[src/rtl/axi_mm_pkg.sv]
// Shared definitions for the axi_mm AXI4-Lite slave front-end.
package axi_mm_pkg;

  localparam logic [1:0] RespOkay   = 2'b00;
  localparam logic [1:0] RespSlverr = 2'b10;

  typedef enum logic [2:0] {
    StIdle,
    StWr,
    StWresp,
    StRd,
    StRcap,
    StRresp
  } state_e;

  typedef enum logic {
    GrantRd,
    GrantWr
  } grant_e;

  // Byte-offset bits dropped to form a memory word address.
  function automatic int unsigned addr_lsb(input int unsigned data_width);
    return $clog2(data_width / 8);
  endfunction

endpackage

[src/rtl/axi_mm_skid_slot.sv]
// Single-entry holding register for one AXI request channel.
// Accepts one beat when empty and enabled, holds it until the owner clears it.
module axi_mm_skid_slot #(
  parameter int unsigned Width = 8
) (
  input  logic             clk_i,
  input  logic             rst_ni,
  input  logic             en_i,
  input  logic             valid_i,
  input  logic [Width-1:0] data_i,
  input  logic             clr_i,
  output logic             ready_o,
  output logic             full_o,
  output logic [Width-1:0] data_o
);

  logic             full_d, full_q;
  logic [Width-1:0] data_d, data_q;

  assign ready_o = en_i & ~full_q;
  assign full_o  = full_q;
  assign data_o  = data_q;

  // Fill on handshake, empty when the consumer takes the entry.
  always_comb begin
    full_d = full_q;
    data_d = data_q;
    if (clr_i) begin
      full_d = 1'b0;
    end else if (valid_i && ready_o) begin
      full_d = 1'b1;
      data_d = data_i;
    end
  end

  // Entry state, flushed by reset.
  always_ff @(posedge clk_i or negedge rst_ni) begin
    if (!rst_ni) begin
      full_q <= 1'b0;
      data_q <= '0;
    end else begin
      full_q <= full_d;
      data_q <= data_d;
    end
  end

endmodule

[src/rtl/axi_mm_lite_slave_if.sv]
// AXI4-Lite slave front-end for the axi_mm block-RAM wrapper: buffers AW/W/AR,
// arbitrates reads against writes onto one memory port and forms B/R responses.
module axi_mm_lite_slave_if
  import axi_mm_pkg::*;
#(
  parameter int unsigned C_S_AXI_DATA_WIDTH = 32,
  parameter int unsigned C_S_AXI_ADDR_WIDTH = 16,
  parameter int unsigned OPT_MEM_ADDR_BITS  = 10
) (
  input  logic                            clk_i,
  input  logic                            rst_ni,
  input  logic [C_S_AXI_ADDR_WIDTH-1:0]   s_axi_awaddr_i,
  input  logic                            s_axi_awvalid_i,
  output logic                            s_axi_awready_o,
  input  logic [C_S_AXI_DATA_WIDTH-1:0]   s_axi_wdata_i,
  input  logic [C_S_AXI_DATA_WIDTH/8-1:0] s_axi_wstrb_i,
  input  logic                            s_axi_wvalid_i,
  output logic                            s_axi_wready_o,
  output logic [1:0]                      s_axi_bresp_o,
  output logic                            s_axi_bvalid_o,
  input  logic                            s_axi_bready_i,
  input  logic [C_S_AXI_ADDR_WIDTH-1:0]   s_axi_araddr_i,
  input  logic                            s_axi_arvalid_i,
  output logic                            s_axi_arready_o,
  output logic [C_S_AXI_DATA_WIDTH-1:0]   s_axi_rdata_o,
  output logic [1:0]                      s_axi_rresp_o,
  output logic                            s_axi_rvalid_o,
  input  logic                            s_axi_rready_i,
  output logic [OPT_MEM_ADDR_BITS:0]      mem_addr_o,
  output logic                            mem_wen_o,
  output logic [C_S_AXI_DATA_WIDTH-1:0]   mem_wdata_o,
  output logic [C_S_AXI_DATA_WIDTH/8-1:0] mem_wstrb_o,
  output logic                            mem_ren_o,
  input  logic [C_S_AXI_DATA_WIDTH-1:0]   mem_rdata_i
);

  localparam int unsigned DW      = C_S_AXI_DATA_WIDTH;
  localparam int unsigned AW      = C_S_AXI_ADDR_WIDTH;
  localparam int unsigned StrbW   = DW / 8;
  localparam int unsigned MemAw   = OPT_MEM_ADDR_BITS + 1;
  localparam int unsigned AddrLsb = addr_lsb(DW);

  // Holds every ready low until the first clock after reset release.
  logic init_q;

  logic              aw_full, w_full, ar_full;
  logic [AW-1:0]     aw_addr, ar_addr;
  logic [DW+StrbW-1:0] w_buf;
  logic              ar_en;
  logic              wr_elig, rd_elig, grant_wr, grant_rd;
  logic              aw_oor, ar_oor;

  state_e             state_q;
  grant_e             last_grant_q;
  logic               wr_err_q, rd_err_q;
  logic [MemAw-1:0]   mem_addr_q;
  logic               mem_wen_q, mem_ren_q;
  logic [DW-1:0]      mem_wdata_q;
  logic [StrbW-1:0]   mem_wstrb_q;
  logic               bvalid_q, rvalid_q;
  logic [1:0]         bresp_q, rresp_q;
  logic [DW-1:0]      rdata_q;

  // AR is only taken while idle, so a read never queues behind its own response.
  assign ar_en = init_q & (state_q == StIdle);

  axi_mm_skid_slot #(.Width(AW)) u_aw_slot (
    .clk_i   (clk_i),
    .rst_ni  (rst_ni),
    .en_i    (init_q),
    .valid_i (s_axi_awvalid_i),
    .data_i  (s_axi_awaddr_i),
    .clr_i   (grant_wr),
    .ready_o (s_axi_awready_o),
    .full_o  (aw_full),
    .data_o  (aw_addr)
  );

  axi_mm_skid_slot #(.Width(DW + StrbW)) u_w_slot (
    .clk_i   (clk_i),
    .rst_ni  (rst_ni),
    .en_i    (init_q),
    .valid_i (s_axi_wvalid_i),
    .data_i  ({s_axi_wstrb_i, s_axi_wdata_i}),
    .clr_i   (grant_wr),
    .ready_o (s_axi_wready_o),
    .full_o  (w_full),
    .data_o  (w_buf)
  );

  axi_mm_skid_slot #(.Width(AW)) u_ar_slot (
    .clk_i   (clk_i),
    .rst_ni  (rst_ni),
    .en_i    (ar_en),
    .valid_i (s_axi_arvalid_i),
    .data_i  (s_axi_araddr_i),
    .clr_i   (grant_rd),
    .ready_o (s_axi_arready_o),
    .full_o  (ar_full),
    .data_o  (ar_addr)
  );

  // Range check and arbitration; on contention the side not served last wins.
  always_comb begin
    aw_oor   = |(aw_addr >> (AddrLsb + MemAw));
    ar_oor   = |(ar_addr >> (AddrLsb + MemAw));
    wr_elig  = aw_full & w_full;
    rd_elig  = ar_full;
    grant_wr = (state_q == StIdle) & wr_elig & (~rd_elig | (last_grant_q == GrantRd));
    grant_rd = (state_q == StIdle) & rd_elig & ~grant_wr;
  end

  // Post-reset enable for the request channels.
  always_ff @(posedge clk_i or negedge rst_ni) begin
    if (!rst_ni) begin
      init_q <= 1'b0;
    end else begin
      init_q <= 1'b1;
    end
  end

  // Transaction FSM with registered memory strobes and response channels.
  always_ff @(posedge clk_i or negedge rst_ni) begin
    if (!rst_ni) begin
      state_q      <= StIdle;
      last_grant_q <= GrantRd;
      wr_err_q     <= 1'b0;
      rd_err_q     <= 1'b0;
      mem_addr_q   <= '0;
      mem_wen_q    <= 1'b0;
      mem_ren_q    <= 1'b0;
      mem_wdata_q  <= '0;
      mem_wstrb_q  <= '0;
      bvalid_q     <= 1'b0;
      bresp_q      <= RespOkay;
      rvalid_q     <= 1'b0;
      rresp_q      <= RespOkay;
      rdata_q      <= '0;
    end else begin
      unique case (state_q)
        StIdle: begin
          if (grant_wr) begin
            mem_addr_q   <= aw_addr[AddrLsb +: MemAw];
            mem_wdata_q  <= w_buf[DW-1:0];
            mem_wstrb_q  <= w_buf[DW +: StrbW];
            mem_wen_q    <= ~aw_oor;
            wr_err_q     <= aw_oor;
            last_grant_q <= GrantWr;
            state_q      <= StWr;
          end else if (grant_rd) begin
            mem_addr_q   <= ar_addr[AddrLsb +: MemAw];
            mem_ren_q    <= ~ar_oor;
            rd_err_q     <= ar_oor;
            last_grant_q <= GrantRd;
            state_q      <= StRd;
          end
        end
        StWr: begin
          mem_wen_q <= 1'b0;
          bvalid_q  <= 1'b1;
          bresp_q   <= wr_err_q ? RespSlverr : RespOkay;
          state_q   <= StWresp;
        end
        StWresp: begin
          if (s_axi_bready_i) begin
            bvalid_q <= 1'b0;
            state_q  <= StIdle;
          end
        end
        StRd: begin
          mem_ren_q <= 1'b0;
          state_q   <= StRcap;
        end
        StRcap: begin
          rdata_q  <= rd_err_q ? '0 : mem_rdata_i;
          rresp_q  <= rd_err_q ? RespSlverr : RespOkay;
          rvalid_q <= 1'b1;
          state_q  <= StRresp;
        end
        StRresp: begin
          if (s_axi_rready_i) begin
            rvalid_q <= 1'b0;
            state_q  <= StIdle;
          end
        end
        default: state_q <= StIdle;
      endcase
    end
  end

  assign mem_addr_o     = mem_addr_q;
  assign mem_wen_o      = mem_wen_q;
  assign mem_ren_o      = mem_ren_q;
  assign mem_wdata_o    = mem_wdata_q;
  assign mem_wstrb_o    = mem_wstrb_q;
  assign s_axi_bvalid_o = bvalid_q;
  assign s_axi_bresp_o  = bresp_q;
  assign s_axi_rvalid_o = rvalid_q;
  assign s_axi_rresp_o  = rresp_q;
  assign s_axi_rdata_o  = rdata_q;

endmodule

[config.mk]
export PLATFORM = sky130hd
export DESIGN_NAME = axi_mm_lite_slave_if
export DESIGN_NICKNAME = d
export VERILOG_FILES = /design/src/rtl/axi_mm_pkg.sv /design/src/rtl/axi_mm_skid_slot.sv /design/src/rtl/axi_mm_lite_slave_if.sv
export SDC_FILE = /design/constraint.sdc
export NUM_CORES = 1
export LEC_CHECK = 0
export ABC_AREA = 0
export CAP_MARGIN = 20
export CORE_ASPECT_RATIO = 1.5
export CORE_MARGIN = 1
export CORE_UTILIZATION = 40
export CTS_CLUSTER_SIZE = 20
export DETAILED_ROUTE_END_ITERATION = 12
export DONT_BUFFER_PORTS = 1
export GPL_TIMING_DRIVEN = 0
export HOLD_SLACK_MARGIN = 0.1
export PLACE_DENSITY_LB_ADDON = 0.05
export RECOVER_POWER = 100
export SLEW_MARGIN = 5
export SYNTH_ARGS = -nofsm -noshare
export SYNTH_HDL_FRONTEND = slang
export SYNTH_SLANG_ARGS = --single-unit
[constraint.sdc]
create_clock -name clk_i -period 5 [get_ports clk_i]
set_input_delay 0.25 -clock clk_i [delete_from_list [all_inputs] [get_ports clk_i]]
set_output_delay 0.25 -clock clk_i [all_outputs]
set_load 0.005 [all_outputs]
==> flow_metrics.env, run 1 <==
export IMPL_fmax_ghz=0.350
export IMPL_area_growth_pct=29.4
export IMPL_io_buffers=0
export IMPL_cts_tree="built"
export IMPL_synth_most_common_cell="dfrtp_1"
export IMPL_synth_area_sq_mm=0.00616
export IMPL_slew_viol_final=0
export IMPL_synth_top_area_cell="dfrtp_1"
export IMPL_synth_compound_area_share=0.0617
export IMPL_drt_first_pass_iters=4
export IMPL_muxShareOfSynthArea=0.186
export IMPL_postLayoutCellArea_sq_mm=0.00798
export IMPL_crit_type="flip-flop to flip-flop"
export IMPL_grt_max_degree=160
export IMPL_regToRegStartpoint="state_q[2]"
export IMPL_dp_slack_ns=3.14
export IMPL_crit_required_ns=5.29
export IMPL_grt_pass1_vias=4224
export IMPL_cp_endpoint="u_ar_slot.data_o[14]"
export IMPL_grt_first_pass_wirelength_mm=21.4
export IMPL_stdcell_count=811
export IMPL_grt_met1_usage=0.196
export IMPL_ant_nets=0
export IMPL_dpl_instance_area_sq_mm=0.00642
export IMPL_die_y_um=154
export IMPL_core_rowCount=55
export IMPL_cts_root_buf="clkbuf_16"
export IMPL_met3_usage=0.0509
export IMPL_skew_ns=0.0130
export IMPL_finalSetupViolations=0
export IMPL_cts_setup_buffers=0
export IMPL_cts_buffer_depth=2
export IMPL_min_from="s_axi_bready_i"
export IMPL_synthCells=478
export IMPL_synth_distinct_cells=32
export IMPL_core_area_sq_mm=0.0151
export IMPL_htree_levels=4
export IMPL_max_cap_violations=0
export IMPL_io_pins=197
export IMPL_start_util=0.409
export IMPL_grt_use_total=0.177
export IMPL_drc=0
export IMPL_clock_power_share=0.259
export IMPL_clk_latency_ns=0.42
export IMPL_cts_made_buffers=17
export IMPL_synthXorXnorAreaFrac=0
export IMPL_peakVddDrop_v=0.000267
export IMPL_hold_viol=0
export IMPL_synthSimpleGateAreaFrac=0.0777
export IMPL_use_met2=0.317
export IMPL_gp_congestion=0.708
export IMPL_whs_ns=0.118
export IMPL_avgSynthCellArea_sq_um=12.9
export IMPL_regToRegSetupSlack_ns=2.14
export IMPL_seqCellArea_sq_mm=0.00398
export IMPL_ys_top_cells_by_count="dfrtp_1 (159), mux2_2 (91), nand2_1 (80)"
export IMPL_synth_adder_area_share=0
export IMPL_placedCellCount=678
export IMPL_worst_slew_pin_slew_ns=0.923
export IMPL_routed_wl_mm=13.8
export IMPL_cellLeakagePower_nw=3.45
export IMPL_clkTransAtPathRegs_ns=0.06
export IMPL_min_path_type="input pin to flip-flop"
export IMPL_max_slew_margin_rel=0.384
export IMPL_ys_warn_count=0
export IMPL_status="completed"
export IMPL_routedWlPerCell_um=17.0
export IMPL_fin_ws_ns=2.14
export IMPL_startpoint="state_q[2]"
export IMPL_path_cells="clkbuf_1 > nor3_1 > and4b_1 > clkbuf_1 > clkbuf_1 > mux2_1"
export IMPL_synthFlopType="dfrtp_1"
export IMPL_design_final_nets=705
export IMPL_multi_input_area_sq_mm=0.00200
export IMPL_synth_top_family_by_area="multiplexers"
export IMPL_synth_area_leaders="dfrtp_1 (65%), mux2_2 (17%), nand2_1 (4.9%)"
export IMPL_final_setup_tns_ns=0
export IMPL_finalCriticalPeriod_ns=2.86
export IMPL_end_kind="flip-flop"
export IMPL_p_sw_mw=1.64
export IMPL_fill_cells=1322
export IMPL_synth_top_area_share=0.645
export IMPL_vias_per_cell=5.02
export IMPL_seq_power_share=0.478
export IMPL_synthArstFlopShare=1.00
export IMPL_cp_slowest_cell="nor3_1"
export IMPL_p_int_mw=3.32
export IMPL_cts_sinks=159
export IMPL_finalCritPeriodShare=0.571
export IMPL_crit_family="buffers and inverters"
export IMPL_die_width_um=103
export IMPL_rr_endpoint="u_ar_slot.data_o[14]"
export IMPL_antenna_found_initial=0
export IMPL_cp_num_buf_inv=3
export IMPL_top_usage_layer="met2"
export IMPL_arrival_ns=3.15
export IMPL_worst_path_most_repeated_cell="clkbuf_1"
export IMPL_start_kind="flip-flop"
export IMPL_cp_slowest_stage_delay_ns=0.65
export IMPL_cp_num_cells=6
export IMPL_via_count=4074
export IMPL_fp_dieArea_sq_mm=0.0159
export IMPL_p_per_area_mw_per_mm2=622
export IMPL_gr_total_overflow=0
export IMPL_synth_seq_area_share=0.645
export IMPL_dp_hpwl_mm=9.28
export IMPL_ff2ff_path_depth=6
export IMPL_ys_seq_elements=159
export IMPL_rsz0062_at_grt="false"
export IMPL_comb_power_share=0.263
export IMPL_crit_fanout=10
export IMPL_synth_edf_count=0
export IMPL_drt_initial_drc_count=128
export IMPL_sw_frac_of_total=0.330
export IMPL_final_layout_size_suffix_gt1_frac=0.211
-- power by group through the flow --
stage          Sequential [mW]  Clock, mW  Combinational, mW
2_1_floorplan             2.25          0               1.02
3_3_place_gp              2.39          0               1.21
3_5_place_dp              2.41          0               1.26
4_1_cts                   2.39       1.33               1.35
5_1_grt                   2.47       1.38               1.47
6_report                  2.37       1.29               1.30
-- per-layer routing --
metal  up-vias  wire [um]  part of all wire
met5         -          0                 0
met4         0        149             0.011
met3        14        842             0.061
met2       123       7330              0.53
met1      2060       5500              0.40
li1       1877          -                 -
-- cell type report --
type                            instances  area share
Antenna cell                            1    0.000314
Multi-Input combinational cell        286       0.251
Tap cell                              199      0.0312
Inverter                                5     0.00235
Timing Repair Buffer                  100       0.128
Clock inverter                         13      0.0179
Sequential cell                       159       0.499
Buffer                                 29      0.0154
Clock buffer                           19      0.0555
-- registers in the layout, indices dropped and copies added, names as in the netlist --
name              cells
u_ar_slot.data_o     14
mem_wstrb_o           4
last_grant_q          1
u_ar_slot.full_o      1
u_w_slot.data_o      36
mem_wdata_o          32
u_aw_slot.data_o     14
s_axi_bresp_o         1
state_q               3
s_axi_rdata_o        32
mem_addr_o           11
init_q                1
s_axi_rresp_o         1
mem_ren_o             1
u_aw_slot.full_o      1
u_w_slot.full_o       1
s_axi_bvalid_o        1
mem_wen_o             1
s_axi_rvalid_o        1
rd_err_q              1
wr_err_q              1
-- stage by stage --
stage	power, mW	utilization
after detailed placement	3.67	0.426
after global placement	3.60	0.426
after global routing	5.32	0.529
after floorplan	3.28	-
after CTS	5.07	0.532
final	4.96	0.529
-- kinds of logic (layout without fill, tap and decap cells) --
family          count (synthesis)  after routing
flops                         159            159
mux                           102            102
buf+inv                        34            166
compound gates                 67             67
simple gates                  114            114
other cells                     2              4
-- worst min path at each step --
stage | endpoint | slack (ns) | cells after the start
3_5_place_dp | mem_addr_o[4] | -0.04 | 0
4_1_cts | state_q[1] | 0.11 | 2
3_3_place_gp | mem_addr_o[4] | -0.04 | 0
5_1_grt | state_q[1] | 0.12 | 2
6_report | state_q[1] | 0.12 | 2
2_1_floorplan | init_q | -0.05 | 0
-- cell usage in the layout, fill, tap and decap left out, types with 4 or more instances in the layout --
master	count
inv_6	7
o22ai_1	11
nor2_1	16
clkbuf_1	25
mux2_1	11
a21oi_1	14
dfrtp_1	159
inv_1	4
nand2_1	80
dlygate4sd3_1	99
mux2_2	91
o21ai_0	34
nand3_1	5
clkbuf_16	17
-- what timing repair did --
item                                   in CTS  in global routing
endpoints found under the hold margin     259                  0
resized for setup                           0                  0
hold buffers                              100                  0
Power figures use the tool's default switching activity.
==> run 2: changes to the inputs <==
--- a/config.mk
+++ b/config.mk
@@ -5,7 +5,7 @@
 export SDC_FILE = /design/constraint.sdc
 export NUM_CORES = 1
 export LEC_CHECK = 0
-export ABC_AREA = 0
+export ABC_AREA = 1
 export CAP_MARGIN = 20
 export CORE_ASPECT_RATIO = 1.5
 export CORE_MARGIN = 1
==> constraint.sdc (replaced) <==
create_clock -name clk_i -period 2.5 [get_ports clk_i]
set_input_delay 0.125 -clock clk_i [delete_from_list [all_inputs] [get_ports clk_i]]
set_output_delay 0.125 -clock clk_i [all_outputs]
set_load 0.005 [all_outputs]
==> run 2 against run 1 <==
Effect of this change: the flow now finishes with violations (hold timing); synthesized cell count rose by 30%; final area increased by 2.9%; die area is 0.12% lower; synthesized area fell by 0.12%; via count is 16% higher; maximum frequency is 21% higher; power increased by 99%; highest routed layer unchanged.
==> flow_metrics.env, run 2 <==
export IMPL_cp_slowest_stage_delay_ns=0.56
export IMPL_synthArstFlopShare=1.00
export IMPL_mostFrequentLayoutCells="dfrtp_1 (157), nand2_1 (148), dlygate4sd3_1 (125)"
export IMPL_drt_first_pass_iters=4
export IMPL_cp_num_buf_inv=3
export IMPL_design_final_nets=877
export IMPL_ys_top_cells_by_count="dfrtp_1 (159), nand2_1 (145), inv_1 (58)"
export IMPL_final_common_cell="dfrtp_1"
export IMPL_synth_distinct_cells=24
export IMPL_slew_viol_final=0
export IMPL_fin_total_pwr_mw=9.86
export IMPL_fp_dieArea_sq_mm=0.0159
export IMPL_synth_edf_count=0
export IMPL_path_cells="nor2_4 > nand2_4 > nor3_1 > buf_4 > nand3_1 > dlygate4sd3_1 > nand2_1 > dlygate4sd3_1"
export IMPL_rsz0062_at_grt="false"
export IMPL_sw_frac_of_total=0.333
export IMPL_grt_max_degree=160
export IMPL_start_util=0.409
export IMPL_crit_family="buffers and inverters"
export IMPL_p_per_area_mw_per_mm2=1200
export IMPL_crit_required_ns=2.84
export IMPL_dpl_instance_area_sq_mm=0.00641
export IMPL_avgSynthCellArea_sq_um=9.90
export IMPL_fill_cells=1356
export IMPL_postLayoutCellArea_sq_mm=0.00821
export IMPL_io_pins=197
export IMPL_finalSetupViolations=0
export IMPL_core_area_sq_mm=0.0151
export IMPL_die_width_um=103
export IMPL_ys_warn_count=0
export IMPL_multi_input_area_sq_mm=0.00177
export IMPL_fmax_ghz=0.425
export IMPL_end_kind="flip-flop"
export IMPL_vias_per_cell=4.80
export IMPL_status="finished, violations left"
export IMPL_drt_initial_drc_count=179
export IMPL_crit_type="flip-flop to flip-flop"
export IMPL_clock_power_share=0.262
export IMPL_grt_first_pass_wirelength_mm=24.2
export IMPL_drc=0
export IMPL_synth_top_area_cell="dfrtp_1"
export IMPL_start_kind="flip-flop"
export IMPL_antenna_found_initial=0
export IMPL_clkTransAtPathRegs_ns=0.06
export IMPL_p_int_mw=6.58
export IMPL_met2_length_mm=8.12
export IMPL_synth_seq_area_share=0.646
export IMPL_worst_path_most_repeated_cell="dlygate4sd3_1"
export IMPL_diodes=0
export IMPL_violations="hold timing"
export IMPL_largest_reg_flops=36
export IMPL_comb_power_share=0.268
export IMPL_seq_power_share=0.470
export IMPL_cts_sinks=159
export IMPL_routed_wl_mm=15.4
export IMPL_synthCells=622
export IMPL_synthFlopType="dfrtp_1"
export IMPL_cts_tree="built"
export IMPL_regToRegSetupSlack_ns=0.15
export IMPL_hold_viol=159
export IMPL_synth_most_common_cell="dfrtp_1"
export IMPL_dr_wl_met3_um=980
export IMPL_final_layout_size_suffix_gt1_frac=0.0550
export IMPL_gp_congestion=0.757
export IMPL_ys_seq_elements=159
export IMPL_gr_total_overflow=0
export IMPL_p_sw_mw=3.29
export IMPL_area_growth_pct=33.4
export IMPL_htree_levels=4
export IMPL_cp_num_cells=8
export IMPL_skew_ns=0.00569
export IMPL_cellLeakagePower_nw=4.06
export IMPL_ant_nets=0
export IMPL_routedWlPerCell_um=15.7
export IMPL_finalCritPeriodShare=0.941
export IMPL_peakVddDrop_v=0.000647
export IMPL_finalCriticalPeriod_ns=2.35
export IMPL_arrival_ns=2.70
export IMPL_worst_slew_pin_slew_ns=0.699
export IMPL_synth_top_area_share=0.646
export IMPL_grt_use_total=0.200
export IMPL_io_buffers=0
export IMPL_via_count=4712
export IMPL_core_rowCount=55
export IMPL_whs_ns=-0.596
export IMPL_cts_buffer_depth=2
export IMPL_cts_hold_buffers=125
export IMPL_grt_pass1_vias=4823
export IMPL_max_cap_violations=0
export IMPL_postLayoutCoreUtil=0.545
export IMPL_max_slew_margin_rel=0.532
export IMPL_ff2ff_path_depth=8
export IMPL_cts_root_buf="clkbuf_16"
export IMPL_cts_made_buffers=17
export IMPL_synth_area_sq_mm=0.00616
export IMPL_m1WireLength_mm=6.13
export IMPL_clk_latency_ns=0.41
export IMPL_min_path_type="input pin to asynchronous set/reset pin"
export IMPL_seqCellArea_sq_mm=0.00398
export IMPL_final_setup_tns_ns=0
export IMPL_crit_fanout=7
export IMPL_top_layer_used="met4"
export IMPL_synth_area_leaders="dfrtp_1 (65%), nand2_1 (8.8%), a22o_1 (4.6%)"
export IMPL_die_y_um=154
export IMPL_cp_slowest_cell="dlygate4sd3_1"
export IMPL_dp_hpwl_mm=10.1
[run 2: cell types whose count changed after synthesis, sizes merged, moves of 2 or more]
cell / previous run / this run
nand3: 5 / 43
nand2: 80 / 149
inv: 4 / 59
nor2: 16 / 58
a21oi: 14 / 44
mux2: 102 / 1
clkbuf: 9 / 16
o21ai: 34 / 40
buf: 20 / 14
o22ai: 11 / 0
nor2b: 3 / 0
a21boi: 2 / 0
a22o: 0 / 32
or3: 3 / 0
[run 2: power by group through the flow]
stage	Sequential [mW]	Clock [mW]	Combinational [mW]
final	4.63	2.58	2.65
after global routing	4.79	2.75	3.07
after CTS	4.66	2.65	2.73
after detailed placement	4.69	0	2.42
after global placement	4.66	0	2.34
after floorplan	4.42	0	1.92
[run 2: path summary, 6_finish.rpt]
check	end	start
setup / recovery	u_ar_slot.data_o[4]	state_q[1]
hold / removal	s_axi_rdata_o[18]	rst_ni
setup reg to reg	u_ar_slot.data_o[4]	state_q[1]
hold reg to reg	u_w_slot.data_o[35]	u_w_slot.data_o[35]
max in group asynchronous	mem_wdata_o[5]	rst_ni
min in group clk_i	u_aw_slot.full_o	s_axi_awvalid_i
[run 2: per-layer routing]
metal | up-vias | GRT usage
met2 | 131 | 0.357
met5 | - | 0
met3 | 8 | 0.0668
met4 | 0 | 0.0597
met1 | 2271 | 0.222
li1 | 2302 | -
[run 2: what timing repair did]
action / in CTS / in global routing
resized for setup: 0 / 3
setup buffers: 0 / 3
hold endpoints to repair: 261 / 159
setup endpoints to repair: 0 / 2
[run 2: cell type report]
type | instances | area share
plain buffers | 30 | 0.0158
multi-input cells | 375 | 0.215
inverters | 59 | 0.0270
well taps | 199 | 0.0303
flip-flops and latches | 159 | 0.485
clock buffers | 21 | 0.0549
clock inverters | 10 | 0.0169
repair buffers | 128 | 0.155
[run 2: metrics by stage]
stage	cells	hold slack, ns	setup WS [ns]
floorplan	623	-0.171	1.08
global placement	822	-0.168	0.727
detailed placement	822	-0.167	0.675
CTS	978	-0.615	0.0209
global route	981	-0.624	0.0391
finish	981	-0.596	0.146
[run 2: logic make-up (layout without fill, tap and decap cells)]
kind of cell | after synthesis | in the layout | share of synthesized area
other | 2 | 3 | 0.00122
buffers and inverters | 89 | 248 | 0.0616
muxes | 1 | 1 | 0.00183
AOI/OAI and AO/OA | 116 | 116 | 0.114
DFF | 159 | 159 | 0.646
and+or+nand+nor | 255 | 255 | 0.175
==> run 3: changes to the inputs <==
==> constraint.sdc (replaced) <==
create_clock -name clk_i -period 2.55 [get_ports clk_i]
set_input_delay 0.1275 -clock clk_i [delete_from_list [all_inputs] [get_ports clk_i]]
set_output_delay 0.1275 -clock clk_i [all_outputs]
set_load 0.005 [all_outputs]
==> run 3 against run 2 <==
Effect of this change: the flow still finishes with violations (hold timing); non-clock buffer count up 2; utilization rose by 0.12 points; sequential share of layout area decreased by 0.13 points; critical endpoint is now u_ar_slot.data_o[2]; clock-buffer cell count stayed put; final cell count grew 0.20%; combinational power about the same; critical path type unchanged; highest routed layer unchanged; first-iteration DRC count is 4.5% higher; power decreased by 1.8%; setup slack improved by 0.0066 ns; final area increased by 0.21%.
==> flow_metrics.env, run 3 (synthesis results as in run 2) <==
export IMPL_drt_initial_drc_count=187
export IMPL_fin_total_pwr_mw=9.69
export IMPL_fp_dieArea_sq_mm=0.0159
export IMPL_dp_hpwl_mm=10.1
export IMPL_placedCellCount=822
export IMPL_finalCritPeriodShare=0.940
export IMPL_path_cells="nor2_4 > nand2_4 > nor3_1 > buf_4 > nand3_1 > dlygate4sd3_1 > nand2_1 > dlygate4sd3_1"
export IMPL_io_pins=197
export IMPL_drt_first_pass_iters=4
export IMPL_start_util=0.409
export IMPL_hold_viol=159
export IMPL_gr_total_overflow=0
export IMPL_cts_buffer_depth=2
export IMPL_fin_ws_ns=0.153
export IMPL_rsz0062_at_grt="false"
export IMPL_htree_levels=4
export IMPL_die_width_um=103
export IMPL_cp_slowest_cell="dlygate4sd3_1"
export IMPL_p_per_area_mw_per_mm2=1180
export IMPL_start_kind="flip-flop"
export IMPL_mostFrequentLayoutCells="dfrtp_1 (159), nand2_1 (148), dlygate4sd3_1 (127)"
export IMPL_clkTransAtPathRegs_ns=0.06
export IMPL_cp_num_buf_inv=3
export IMPL_io_buffers=0
export IMPL_cellLeakagePower_nw=4.08
export IMPL_worst_slew_pin_slew_ns=0.698
export IMPL_gp_congestion=0.757
export IMPL_regToRegSetupSlack_ns=0.15
export IMPL_final_common_cell="dfrtp_1"
export IMPL_status="finished, violations left"
export IMPL_whs_ns=-0.594
export IMPL_rr_endpoint="u_ar_slot.data_o[2]"
export IMPL_peakVddDrop_v=0.000634
export IMPL_final_layout_size_suffix_gt1_frac=0.0510
export IMPL_grt_first_pass_wirelength_mm=24.2
export IMPL_design_final_nets=879
export IMPL_cts_sinks=159
export IMPL_vias_per_cell=4.79
export IMPL_drc=0
export IMPL_finalCriticalPeriod_ns=2.40
export IMPL_grt_max_degree=160
export IMPL_final_setup_tns_ns=0
export IMPL_crit_required_ns=2.90
export IMPL_grt_use_total=0.201
export IMPL_slew_viol_final=0
export IMPL_max_slew_margin_rel=0.533
export IMPL_die_y_um=154
export IMPL_cts_root_buf="clkbuf_16"
export IMPL_worst_path_most_repeated_cell="dlygate4sd3_1"
export IMPL_cts_made_buffers=17
export IMPL_via_count=4704
export IMPL_routed_wl_mm=15.5
export IMPL_largest_reg_flops=36
export IMPL_arrival_ns=2.74
export IMPL_regToRegStartpoint="state_q[1]"
export IMPL_ff2ff_path_depth=8
export IMPL_area_growth_pct=33.7
export IMPL_grt_pass1_vias=4833
export IMPL_cp_slowest_stage_delay_ns=0.57
export IMPL_crit_type="flip-flop to flip-flop"
export IMPL_dr_wl_met3_um=953
export IMPL_end_kind="flip-flop"
export IMPL_fmax_ghz=0.417
export IMPL_core_area_sq_mm=0.0151
export IMPL_finalSetupViolations=0
export IMPL_core_rowCount=55
export IMPL_min_path_type="input pin to asynchronous set/reset pin"
export IMPL_diodes=0
export IMPL_ant_nets=0
export IMPL_crit_family="buffers and inverters"
export IMPL_max_cap_violations=0
export IMPL_met2_length_mm=8.20
export IMPL_routedWlPerCell_um=15.7
export IMPL_crit_fanout=7
export IMPL_violations="hold timing"
export IMPL_clk_latency_ns=0.41
export IMPL_stdcell_count=983
export IMPL_dp_slack_ns=0.725
export IMPL_cts_tree="built"
export IMPL_skew_ns=0.00559
export IMPL_m1WireLength_mm=6.16
export IMPL_top_layer_used="met4"
export IMPL_cp_num_cells=8
export IMPL_antenna_found_initial=0
export IMPL_cts_hold_buffers=127
## run 3: changes by cell type in the layout (fill, tap and decap cells not counted), sizes merged
cell	change
dlygate4sd3	+2
## run 3: how the worst max path moves through the flow
stage                                       to  slack, ns       start
after global routing       u_ar_slot.data_o[2]       0.04  state_q[1]
after CTS                  u_ar_slot.data_o[2]       0.03  state_q[0]
after global placement     u_w_slot.data_o[27]       0.78      init_q
after floorplan           u_ar_slot.data_o[14]       1.13  state_q[0]
after detailed placement   u_w_slot.data_o[28]       0.73      init_q
final                      u_ar_slot.data_o[2]       0.15  state_q[1]
## run 3: what timing repair did
item	4_1_cts	5_1_grt
endpoints found under the setup margin	0	4
resized for setup	0	0
setup buffers	0	3
hold endpoints to repair	261	159
## run 3: area by class of cell
cell class | count | area [sq um]
tap | 199 | 249
buffer | 30 | 130
sequential | 159 | 3980
timing repair buffer | 130 | 1290
clock buffer | 21 | 450
clock inverter | 10 | 139
fill | 1354 | 6840
inverter | 59 | 221
multi-input combinational | 375 | 1770
## run 3: power breakdown
group / switching, mW / total (mW) / internal, mW
logic: 1.45 / 2.62 / 1.16
clock network: 0.973 / 2.53 / 1.56
registers: 0.800 / 4.54 / 3.74
total: 3.22 / 9.69 / 6.46
## run 3: layer usage
layer,GRT usage,up-vias
li1,-,2304
met1,0.219,2268
met2,0.360,123
met3,0.0677,9
met4,0.0597,0
met5,0,-
## run 3: worst reg2reg max path, delay by kind of cell (launching register included)
| kind | cells | cell delay [ns] |
|---|---|---|
| buf+inv | 3 | 1.28 |
| flops | 1 | 0.45 |
| simple gates | 5 | 0.61 |
## run 3: per-stage QoR
step                 util  area (sq um)  hold slack (ns)
finish              0.546          8230           -0.594
global route        0.546          8230           -0.622
CTS                 0.549          8270           -0.613
detailed placement  0.425          6410           -0.164
global placement    0.425          6410           -0.165
floorplan               -          6160           -0.168
